[src/rtl/noc_link_isolator_pkg.sv]
// Shared types and helpers for the NoC link isolator: FSM state encoding,
// flit framing bit positions and the VC index width rule.
package noc_link_isolator_pkg;

  typedef enum logic [1:0] {
    ISO_ACTIVE   = 2'd0,
    ISO_DRAINING = 2'd1,
    ISO_ISOLATED = 2'd2
  } noc_iso_state_e;

  // Framing bits sit at the top of the flit: head is the MSB, tail just below.
  function automatic int flit_head_bit(input int flit_width);
    return flit_width - 1;
  endfunction

  function automatic int flit_tail_bit(input int flit_width);
    return flit_width - 2;
  endfunction

  // VC index width, never narrower than one bit even for a single VC.
  function automatic int vc_width(input int num_vc);
    return (num_vc > 1) ? $clog2(num_vc) : 1;
  endfunction

endpackage

[src/rtl/noc_link_isolator_if.sv]
// Upstream and downstream flit channels of one directional link.
interface noc_link_isolator_if
  import noc_link_isolator_pkg::*;
#(
  parameter int NUM_VC     = 2,
  parameter int FLIT_WIDTH = 64
);
  localparam int VC_W = vc_width(NUM_VC);

  // Handshake: a flit moves upstream when up_valid && up_ready[up_vc] at a rising
  // edge, and downstream when down_valid && down_ready; a presented flit stays
  // stable until taken, and ready never depends on valid.
  logic                  up_valid;
  logic [VC_W-1:0]       up_vc;
  logic [FLIT_WIDTH-1:0] up_flit;
  logic [NUM_VC-1:0]     up_ready;

  logic                  down_valid;
  logic [VC_W-1:0]       down_vc;
  logic [FLIT_WIDTH-1:0] down_flit;
  logic                  down_ready;

  modport master (
    output up_valid, up_vc, up_flit, down_ready,
    input  up_ready, down_valid, down_vc, down_flit
  );

  modport slave (
    input  up_valid, up_vc, up_flit, down_ready,
    output up_ready, down_valid, down_vc, down_flit
  );

endinterface

[src/rtl/noc_link_fifo.sv]
// Two-entry FIFO; a full FIFO refuses a push even when a pop happens that cycle.
module noc_link_fifo #(
  parameter int DW = 8
) (
  input  logic          clk,
  input  logic          rst_n,
  input  logic          in_valid,
  input  logic [DW-1:0] in_data,
  output logic          out_valid,
  output logic [DW-1:0] out_data,
  input  logic          out_ready,
  output logic          full,
  output logic          empty
);

  logic [DW-1:0] mem [2];
  logic          wr_ptr;
  logic          rd_ptr;
  logic [1:0]    count;
  logic          push;
  logic          pop;

  assign full      = (count == 2'd2);
  assign empty     = (count == 2'd0);
  assign out_valid = !empty;
  assign out_data  = mem[rd_ptr];
  assign push      = in_valid && !full;
  assign pop       = out_valid && out_ready;

  always_ff @(posedge clk) begin
    if (!rst_n) begin
      wr_ptr <= 1'b0;
      rd_ptr <= 1'b0;
      count  <= 2'd0;
    end else begin
      if (push) begin
        mem[wr_ptr] <= in_data;
        wr_ptr      <= ~wr_ptr;
      end
      if (pop) rd_ptr <= ~rd_ptr;
      case ({push, pop})
        2'b10:   count <= count + 2'd1;
        2'b01:   count <= count - 2'd1;
        default: count <= count;
      endcase
    end
  end

endmodule

[src/rtl/noc_link_isolator.sv]
// Runtime gate on one inter-router link: buffers flits, tracks open packets per VC,
// and on request drains to a packet boundary before fencing the link.
module noc_link_isolator
  import noc_link_isolator_pkg::*;
#(
  parameter int NUM_VC        = 2,
  parameter int FLIT_WIDTH    = 64,
  parameter int DRAIN_TIMEOUT = 255
) (
  input  logic                noc_clk,
  input  logic                noc_rst_n,
  noc_link_isolator_if.slave  link,
  input  logic                isolate_req,
  output logic                iso_ack,
  output logic                drain_timeout,
  output logic                proto_err,
  output logic [NUM_VC-1:0]   open_vc,
  output noc_iso_state_e      dbg_state
);

  localparam int VC_W          = vc_width(NUM_VC);
  localparam int FLIT_HEAD_BIT = flit_head_bit(FLIT_WIDTH);
  localparam int FLIT_TAIL_BIT = flit_tail_bit(FLIT_WIDTH);
  localparam int CNT_W         = $clog2(DRAIN_TIMEOUT + 1);
  localparam logic [CNT_W-1:0] TO_VAL = CNT_W'(DRAIN_TIMEOUT);

  noc_iso_state_e            state;
  logic [CNT_W-1:0]          drain_cnt;
  logic [CNT_W-1:0]          cnt_nxt;
  logic                      fifo_full;
  logic                      fifo_empty;
  logic                      fifo_out_valid;
  logic [VC_W+FLIT_WIDTH-1:0] fifo_out_data;
  logic [NUM_VC-1:0]         up_ready_int;
  logic                      vc_ok;
  logic                      accept;
  logic                      head;
  logic                      tail;

  always_comb begin
    up_ready_int = '0;
    for (int v = 0; v < NUM_VC; v++) begin
      up_ready_int[v] = !fifo_full &&
                        ((state == ISO_ACTIVE) || ((state == ISO_DRAINING) && open_vc[v]));
    end
  end

  assign link.up_ready = up_ready_int;
  assign vc_ok         = (int'(link.up_vc) < NUM_VC);
  assign accept        = link.up_valid && vc_ok && up_ready_int[link.up_vc];
  assign head          = link.up_flit[FLIT_HEAD_BIT];
  assign tail          = link.up_flit[FLIT_TAIL_BIT];
  assign cnt_nxt       = (drain_cnt == TO_VAL) ? drain_cnt : drain_cnt + 1'b1;
  assign dbg_state     = state;

  noc_link_fifo #(.DW(VC_W + FLIT_WIDTH)) u_fifo (
    .clk       (noc_clk),
    .rst_n     (noc_rst_n),
    .in_valid  (accept),
    .in_data   ({link.up_vc, link.up_flit}),
    .out_valid (fifo_out_valid),
    .out_data  (fifo_out_data),
    .out_ready (link.down_ready && (state != ISO_ISOLATED)),
    .full      (fifo_full),
    .empty     (fifo_empty)
  );

  // The fence also zeroes the data lines so nothing stale leaks while isolated.
  assign link.down_valid = fifo_out_valid && (state != ISO_ISOLATED);
  assign link.down_vc    = link.down_valid ? fifo_out_data[VC_W+FLIT_WIDTH-1:FLIT_WIDTH] : '0;
  assign link.down_flit  = link.down_valid ? fifo_out_data[FLIT_WIDTH-1:0] : '0;

  always_ff @(posedge noc_clk) begin
    if (!noc_rst_n) begin
      state         <= ISO_ACTIVE;
      iso_ack       <= 1'b0;
      drain_cnt     <= '0;
      drain_timeout <= 1'b0;
      proto_err     <= 1'b0;
      open_vc       <= '0;
    end else begin
      // A head on an open VC and a non-head on a closed VC are both framing errors.
      proto_err <= accept && (head == open_vc[link.up_vc]);
      if (accept) begin
        if (tail)      open_vc[link.up_vc] <= 1'b0;
        else if (head) open_vc[link.up_vc] <= 1'b1;
      end

      case (state)
        ISO_ACTIVE: begin
          if (isolate_req) begin
            state     <= ISO_DRAINING;
            drain_cnt <= '0;
          end
        end
        ISO_DRAINING: begin
          if (!isolate_req) begin
            state         <= ISO_ACTIVE;
            drain_timeout <= 1'b0;
          end else begin
            drain_cnt <= cnt_nxt;
            if (cnt_nxt == TO_VAL) drain_timeout <= 1'b1;
            // An accept this cycle may still be a tail, so wait one more cycle.
            if ((open_vc == '0) && fifo_empty && !accept) begin
              state   <= ISO_ISOLATED;
              iso_ack <= 1'b1;
            end
          end
        end
        ISO_ISOLATED: begin
          if (!isolate_req) begin
            state         <= ISO_ACTIVE;
            iso_ack       <= 1'b0;
            drain_timeout <= 1'b0;
          end
        end
        default: begin
          state   <= ISO_ACTIVE;
          iso_ack <= 1'b0;
        end
      endcase
    end
  end

endmodule

[src/flat_wrapper.sv]
// flat-port wrapper written by rule: the top's interface ports become plain ports
module noc_link_isolator_flat import noc_link_isolator_pkg::*;
#(
  parameter int NUM_VC        = 2,
  parameter int FLIT_WIDTH    = 64,
  parameter int DRAIN_TIMEOUT = 255
)
  (noc_clk, noc_rst_n, isolate_req, iso_ack, drain_timeout, proto_err, open_vc, dbg_state, link_up_valid, link_up_vc, link_up_flit, link_down_ready, link_up_ready, link_down_valid, link_down_vc, link_down_flit);
  noc_link_isolator_if #(.NUM_VC(NUM_VC), .FLIT_WIDTH(FLIT_WIDTH)) link_i ();
  input  logic noc_clk;
  input  logic noc_rst_n;
  input  logic isolate_req;
  output logic iso_ack;
  output logic drain_timeout;
  output logic proto_err;
  output logic [NUM_VC-1:0] open_vc;
  output noc_iso_state_e dbg_state;
  input wire logic [$bits(link_i.up_valid)-1:0] link_up_valid;
  input wire logic [$bits(link_i.up_vc)-1:0] link_up_vc;
  input wire logic [$bits(link_i.up_flit)-1:0] link_up_flit;
  input wire logic [$bits(link_i.down_ready)-1:0] link_down_ready;
  output wire logic [$bits(link_i.up_ready)-1:0] link_up_ready;
  output wire logic [$bits(link_i.down_valid)-1:0] link_down_valid;
  output wire logic [$bits(link_i.down_vc)-1:0] link_down_vc;
  output wire logic [$bits(link_i.down_flit)-1:0] link_down_flit;
  assign link_i.up_valid = link_up_valid;
  assign link_i.up_vc = link_up_vc;
  assign link_i.up_flit = link_up_flit;
  assign link_i.down_ready = link_down_ready;
  assign link_up_ready = link_i.up_ready;
  assign link_down_valid = link_i.down_valid;
  assign link_down_vc = link_i.down_vc;
  assign link_down_flit = link_i.down_flit;
  noc_link_isolator #(.NUM_VC(NUM_VC), .FLIT_WIDTH(FLIT_WIDTH), .DRAIN_TIMEOUT(DRAIN_TIMEOUT)) u_core (.noc_clk(noc_clk), .noc_rst_n(noc_rst_n), .link(link_i), .isolate_req(isolate_req), .iso_ack(iso_ack), .drain_timeout(drain_timeout), .proto_err(proto_err), .open_vc(open_vc), .dbg_state(dbg_state));
endmodule
[config.mk]
export PLATFORM = sky130hd
export DESIGN_NAME = noc_link_isolator_flat
export DESIGN_NICKNAME = d
export VERILOG_FILES = /design/src/rtl/noc_link_isolator_pkg.sv /design/src/rtl/noc_link_isolator_if.sv /design/src/rtl/noc_link_fifo.sv /design/src/rtl/noc_link_isolator.sv /design/src/flat_wrapper.sv
export SDC_FILE = /design/constraint.sdc
export NUM_CORES = 1
export LEC_CHECK = 0
export ABC_CLOCK_PERIOD_IN_PS = 13800
export CORE_MARGIN = 1.5
export CORE_UTILIZATION = 30
export DETAILED_ROUTE_END_ITERATION = 12
export PLACE_DENSITY = 0.65
export SYNTH_ARGS = -nofsm -noshare
export SYNTH_HDL_FRONTEND = slang
export SYNTH_SLANG_ARGS = --single-unit
[constraint.sdc]
create_clock -name noc_clk -period 13.8 [get_ports noc_clk]
set_clock_uncertainty 0.15 [all_clocks]
set_input_delay 2.76 -clock noc_clk [delete_from_list [all_inputs] [get_ports noc_clk]]
set_output_delay 2.76 -clock noc_clk [all_outputs]
set_load 0.05 [all_outputs]
==> impl_metrics.toml, run 1 <==
[drt]
drt_iter0_markers = 200
post_drt_wl_per_cell_um = 14.6
final_ant_viol_nets = 0
num_vias = 3741
post_route_wl_mm = 12.1
drt_pass1_iterations = 4
vias_per_cell = 4.52
detail_route.drc_violations = 0

[clock_tree]
ctsRootBufferMaster = "clkbuf_16"
post_cts.resized_instances = 0
cts-buffers-inserted = 17
cts.clk_slew.worst_paths_ps = 50
clock_tree.buffer_depth = 2
hold_buffers = 0
clock-sinks = 150
cts_tree = "yes"
cts-htree-levels = 4
post_cts_buffers = 0
worstSkewPairLatency_ps = 400

[sta]
totalNegativeSetupSlack_ps = 0
tightestPinTransition_ps = 971
finalCritPeriodShare_pct = 42.2
timing.final.crit_period_ps = 5830
slew_violations = 0
final-hold-violation-count = 0
setup-violations-final = 0
grt_setup_unrepaired = "false"
final.hold.worst_slack_ps = 379
fmaxAchievable_mhz = 172
worst_slew_margin_rel_pct = 35.1

[synth]
mean_instance_size_in_the_synthesized_netlist_sq_um = 14.7
post-synth-top-area-cell = "edfxtp_1"
synthTopCellsByArea = "edfxtp_1, mux2i_1, dfxtp_1"
synthCells = 403
ffs_w_async_s_r_synth_pct = 0
synth_ff_type = "edfxtp_1"
synthesis.area_sq_um = 5920
ys_ff_latch = 150
synth-edff-count = 130
synth_top_cell_area_share_pct = 65.9
netlist-cell-type-count = 39
synth.net_count = 475
synthesis.yosys.warnings = 0
yosysSeqAreaShare_pct = 72.7

[global_routing]
grt_first_pass_wirelength_mm = 18.4
grt_max_degree = 67
grt_use_total_pct = 11.9
grt_antenna_before_repair = 0
grt_overflow_total = 0
vias_in_the_first_global_route = 3613

[placement]
io_buffers = 144
gp_routability_congestion = 0.761
dpl-instance-area_sq_um = 7660
placed_cells_incl_taps = 796
dpl.hpwl_mm = 7.96

[worst_setup_path]
critical_path_required_ps = 13690
crit_path_max_incr_delay_ps = 770
cp-end-kind = "flip-flop"
crit_path_cell_trace = "clkdlybuf4s50_1 -> mux2i_1 -> a2111oi_4 -> nand2_1 -> nor2_4 -> buf_4"
worst_ep_arrival_time_ps = 5720
critical_path.startpoint_type = "input pin"
cpMaxStageDelayCell = "nor2_4"
critPathKind = "in2reg"
cp_max_fo = 33

[power]
switching_share_pct = 40.1
static-leakage-power_nw = 2.67
p_comb_share_pct = 43.9
pwr-share-clk_pct = 23.9
power_per_cell_area_nw_per_um2 = 215
p_int_mw = 1.06
netSwitchingPower_uw = 708
power.sequential.fraction_pct = 32.2
vdd.ir_drop.worst_mv = 0.0807

[cells_and_area]
area_delta_synth_final_pct = 38.6
area.sequential_sq_um = 4310
final_net_count = 622
area_taken_by_multi_input_logic_gates_sq_um = 1520
drive_gt1_share_pct = 6.58
fin_cells = 827
antenna_cells_inserted = 0
finalInstanceArea_sq_um = 8210
filler_cell_count = 1816

[run]
max-cap-violations = 0

[die]
core.rowCount = 51
start_util_pct = 30.5
die_w_um = 144
die_h_um = 144
ioPinCount = 145
floorplan.core_area_sq_um = 19400
die_area_sq_um = 20600

[min_path]
hold_path.class = "reg2reg"

[status]
run_status = "completed"
==> worst paths after layout <==
kind | start | to | slack (ps) | cells after the start
setup / recovery | link_up_vc | u_core.u_fifo.mem[0][2] | 7970 | 6
setup reg to reg | u_core.u_fifo.count[0] | u_core.u_fifo.mem[0][2] | 10510 | 5
hold reg to reg | u_core.u_fifo.rd_ptr | flip-flop | 380 | 2
hold / removal | u_core.u_fifo.rd_ptr | flip-flop | 380 | 2
==> cells in the mapped netlist (2+ instances only) <==
| cell type | instances |
|---|---|
| nor3b_1 | 2 |
| and3_1 | 6 |
| ha_1 | 2 |
| or3_1 | 2 |
| o21a_1 | 2 |
| nor2_1 | 75 |
| xnor2_1 | 4 |
| a211oi_1 | 3 |
| nor2b_1 | 2 |
| nand4b_1 | 2 |
| nand2b_1 | 2 |
| or2_2 | 2 |
| nand4_1 | 2 |
| buf_1 | 7 |
| nand3_1 | 3 |
| nor3_1 | 4 |
| edfxtp_1 | 130 |
| xor2_1 | 2 |
| buf_2 | 4 |
| inv_1 | 7 |
| a21oi_1 | 4 |
| nand2_1 | 11 |
| o21ai_0 | 7 |
| a31oi_1 | 9 |
| a311oi_1 | 2 |
| o31ai_1 | 2 |
| dfxtp_1 | 20 |
| mux2i_1 | 66 |
| clkbuf_1 | 9 |
==> critical path: cells and delay by family <==
family	cells	cell delay, ps
buf+inv	2	1140
simple gates	2	980
compound gates	1	610
mux	1	180
==> per-stage QoR <==
stage | utilization, % | worst slack (ps) | power [mW]
5_1_grt | 42.3 | 7770 | 1.84
2_1_floorplan | - | 6830 | 1.10
4_1_cts | 42.3 | 7940 | 1.79
3_5_place_dp | 39.5 | 7540 | 1.36
3_3_place_gp | 39.5 | 7660 | 1.35
6_report | 42.3 | 7970 | 1.76
==> sequential cells by signal, summed over array words and instances, names as in the netlist, named ones only <==
name and flops:
u_core.proto_err 1, u_core.drain_cnt 8, u_core.u_fifo.wr_ptr 1, u_core.drain_timeout 1, u_core.u_fifo.mem 130, u_core.u_fifo.rd_ptr 1, u_core.u_fifo.count 2, u_core.dbg_state 2
u_core.iso_ack 1
==> final cells by class <==
class,instances,area share [%]
clock buffer,20,5.32
multi-input combinational,226,18.6
clock inverter,11,1.34
sequential,150,52.5
tap,265,4.04
timing repair buffer,148,17.9
inverter,7,0.320
==> placed cells by master (no fill, tap or decap), types with 2 or more instances in the layout <==
cell type and n:
nand2b_1 2, clkinvlp_4 2, bufinv_16 2, or3_1 2, nor2b_1 2, clkbuf_16 17, o21a_1 2, clkbuf_1 3
or2_2 2, dfxtp_1 19, nand2_1 10, clkdlybuf4s50_1 144, xnor2_1 4, clkinv_2 3, a211oi_1 3, inv_1 7
o31ai_1 2, nor2_1 74, nand4b_1 2, a311oi_1 2, a31oi_1 9, nand3_1 3, edfxtp_1 130, nand4_1 2
ha_1 2, nor3_1 4, nor3b_1 2, clkinv_1 3, xor2_1 2, buf_4 4, and3_1 6, a21oi_1 4
mux2i_1 66, o21ai_0 7
==> power by group through the flow <==
stage / sequential, mW / clock [mW] / combinational (mW)
floorplan: 0.568 / 0 / 0.536
global placement: 0.577 / 0 / 0.777
detailed placement: 0.579 / 0 / 0.782
CTS: 0.569 / 0.435 / 0.784
global route: 0.574 / 0.454 / 0.816
finish: 0.568 / 0.421 / 0.775
==> per-layer routing <==
layer | up-vias | routed length (um) | track usage (%)
met5 | - | 0 | 0
met4 | 0 | 221 | 5.10
met3 | 20 | 737 | 3.67
met2 | 121 | 5820 | 19.1
met1 | 1806 | 5330 | 14.7
li1 | 1794 | - | -
==> kinds of logic (layout without fill, tap and decap cells) <==
kind of cell    after synthesis  count (layout)  share of synthesized area, %
flops                       150             150                          72.7
simple gates                116             116                          8.68
mux                          67              67                          11.3
compound gates               35              35                          4.20
buf+inv                      27             186                          1.80
xor+xnor                      6               6                         0.887
fa+ha+maj                     2               2                         0.422
No activity file was read; power rests on OpenSTA's default activity.
==> run 2, diff against run 1 <==
--- a/config.mk
+++ b/config.mk
@@ -5,11 +5,11 @@
 export SDC_FILE = /design/constraint.sdc
 export NUM_CORES = 1
 export LEC_CHECK = 0
-export ABC_CLOCK_PERIOD_IN_PS = 13800
+export ABC_CLOCK_PERIOD_IN_PS = 5080
 export CORE_MARGIN = 1.5
 export CORE_UTILIZATION = 30
 export DETAILED_ROUTE_END_ITERATION = 12
-export PLACE_DENSITY = 0.65
+export PLACE_DENSITY = 0.67
 export SYNTH_ARGS = -nofsm -noshare
 export SYNTH_HDL_FRONTEND = slang
 export SYNTH_SLANG_ARGS = --single-unit
==> constraint.sdc (replaced) <==
create_clock -name noc_clk -period 5.08 [get_ports noc_clk]
set_clock_uncertainty 0.15 [all_clocks]
set_input_delay 1.016 -clock noc_clk [delete_from_list [all_inputs] [get_ports noc_clk]]
set_output_delay 1.016 -clock noc_clk [all_outputs]
set_load 0.05 [all_outputs]
==> run 2 against run 1 <==
Net effect: sequential share of layout area shrank 0.14 points; count of clock-buffer cells in the layout shrank 3; clock power grew to 2.8 times the previous value; cell area grew 0.27%; worst setup slack lost 7300 ps; final cell count grew 0.12%; largest cell class unchanged; highest routed layer unchanged.
==> impl_metrics.toml, run 2 (synthesis gave the netlist of run 1 again) <==
[die]
start_util_pct = 30.5
floorplan.core_area_sq_um = 19400
die_area_sq_um = 20600
ioPinCount = 145
die_h_um = 144
core.rowCount = 51
die_w_um = 144

[placement]
io_buffers = 144
gp_routability_congestion = 0.804
place_worst_setup_slack_ps = 1000
dpl.hpwl_mm = 8.16

[clock_tree]
clock_tree.buffer_depth = 2
worstSkewPairLatency_ps = 410
cts-buffers-inserted = 17
ctsRootBufferMaster = "clkbuf_16"
cts.clk_slew.worst_paths_ps = 60
clock-sinks = 150
cts-htree-levels = 4
post_cts.resized_instances = 0
hold_buffers = 0
post_cts_buffers = 0
cts_tree = "yes"

[worst_setup_path]
cp_max_fo = 45
worst-r2r-cell-count = 3
crit_path_cell_trace = "nand2b_1 -> nand2_2 -> buf_4 -> nor2_1 -> clkdlybuf4s50_1"
r2r_slack_ps = 2340
critPathTopFamily = "buffers and inverters"
crit_path_max_incr_delay_ps = 830
worst_ep_arrival_time_ps = 3280
cpMaxStageDelayCell = "clkdlybuf4s50_1"
critPathKind = "reg2out"
critical_path.startpoint_type = "flip-flop"
timing.rr.end = "u_core.u_fifo.mem[1][27]"
critical_path_required_ps = 3910
cp.buffers_inverters = 2
cp-end-kind = "primary output"

[drt]
final_ant_viol_nets = 0
num_vias = 3692
detail_route.drc_violations = 0
drt_iter0_markers = 149
vias_per_cell = 4.46
drt_pass1_iterations = 5
post_drt_wl_per_cell_um = 14.9
post_route_wl_mm = 12.4

[sta]
setup-violations-final = 0
tightestPinTransition_ps = 924
worst_slew_margin_rel_pct = 38.4
totalNegativeSetupSlack_ps = 0
timing.final.crit_period_ps = 4450
grt_setup_unrepaired = "false"
final.hold.worst_slack_ps = 365
finalCritPeriodShare_pct = 87.6
fmaxAchievable_mhz = 225
post-route-worst-setup-slack_ps = 631
slew_violations = 0
final-hold-violation-count = 0

[power]
pwr_total_mw = 4.82
vdd.ir_drop.worst_mv = 0.371
power_per_cell_area_nw_per_um2 = 586
static-leakage-power_nw = 2.67

[cells_and_area]
mostFrequentLayoutCells = "clkdlybuf4s50_1, edfxtp_1, nor2_1"
max_ffs_per_register = 130
layout_top_registers = "u_core.u_fifo.mem (130), u_core.drain_cnt (8)"
antenna_cells_inserted = 0
leading_cell_type_in_the_layout_fill_and_taps_excluded = "clkdlybuf4s50_1"
drive_gt1_share_pct = 7.28
regMostFlops = "u_core.u_fifo.mem"
postLayoutCoreUtil_pct = 42.4
final_net_count = 622
area_delta_synth_final_pct = 38.9

[min_path]
worst_hold_path.num_cells = 2
hold_start = "u_core.u_fifo.rd_ptr"
hold_path.class = "reg2reg"

[status]
run_status = "completed"

[global_routing]
vias_in_the_first_global_route = 3715
grt_overflow_total = 0
grt_use_total_pct = 12.3
grt_antenna_before_repair = 0
grt_first_pass_wirelength_mm = 19.1
grt_max_degree = 66

[run]
max-cap-violations = 0
## run 2: cell count changes in the layout (fill, tap and decap cells not counted), sizes merged
cell    previous run  this run
inv                7        11
clkbuf            20        17
bufinv             2         1
clkinv             7         8
## run 2: metrics by stage
step	cells	area, sq um
after floorplan	403	5930
after global placement	796	7680
after detailed placement	796	7680
after CTS	828	8230
after global routing	828	8230
final	828	8230
## run 2: per-layer routing
layer	vias to the layer above	global-route usage [%]	share of wire, %
li1	1791	-	-
met1	1755	15.6	45
met2	130	19.8	48
met3	16	3.20	5.7
met4	0	5.26	1.5
met5	-	0	0
## run 2: final cells by class
type | instances | area (sq um)
clock buffer | 17 | 425
sequential | 150 | 4310
multi-input combinational | 226 | 1530
inverter | 7 | 26.3
timing repair buffer | 148 | 1480
clock inverter | 15 | 128
tap | 265 | 332
fill | 1783 | 11200
## run 2: worst max-delay path by stage
stage | endpoint | startpoint | depth (start not counted) | slack, ps
finish | link_down_flit[24] | u_core.dbg_state[0] | 5 | 630
global route | link_down_flit[38] | u_core.dbg_state[0] | 5 | 370
CTS | link_down_flit[24] | u_core.dbg_state[0] | 5 | 550
detailed placement | link_down_flit[24] | u_core.dbg_state[0] | 5 | 1000
global placement | link_down_flit[62] | u_core.dbg_state[0] | 5 | 1120
floorplan | u_core.u_fifo.mem[0][0] | link_up_vc | 4 | 930
## run 2: worst min-delay path: cells and delay by family (launching register included)
family	cells	cell delay (ps)
xor gates and xnor gates	1	80
and+or+nand+nor	1	80
DFF	1	320
## run 2: power by group
part	switching [mW]	internal, mW	total [mW]
Sequential	0.0886	1.46	1.55
Combinational	1.41	0.696	2.10
Clock	0.488	0.674	1.16
Total	1.98	2.84	4.82
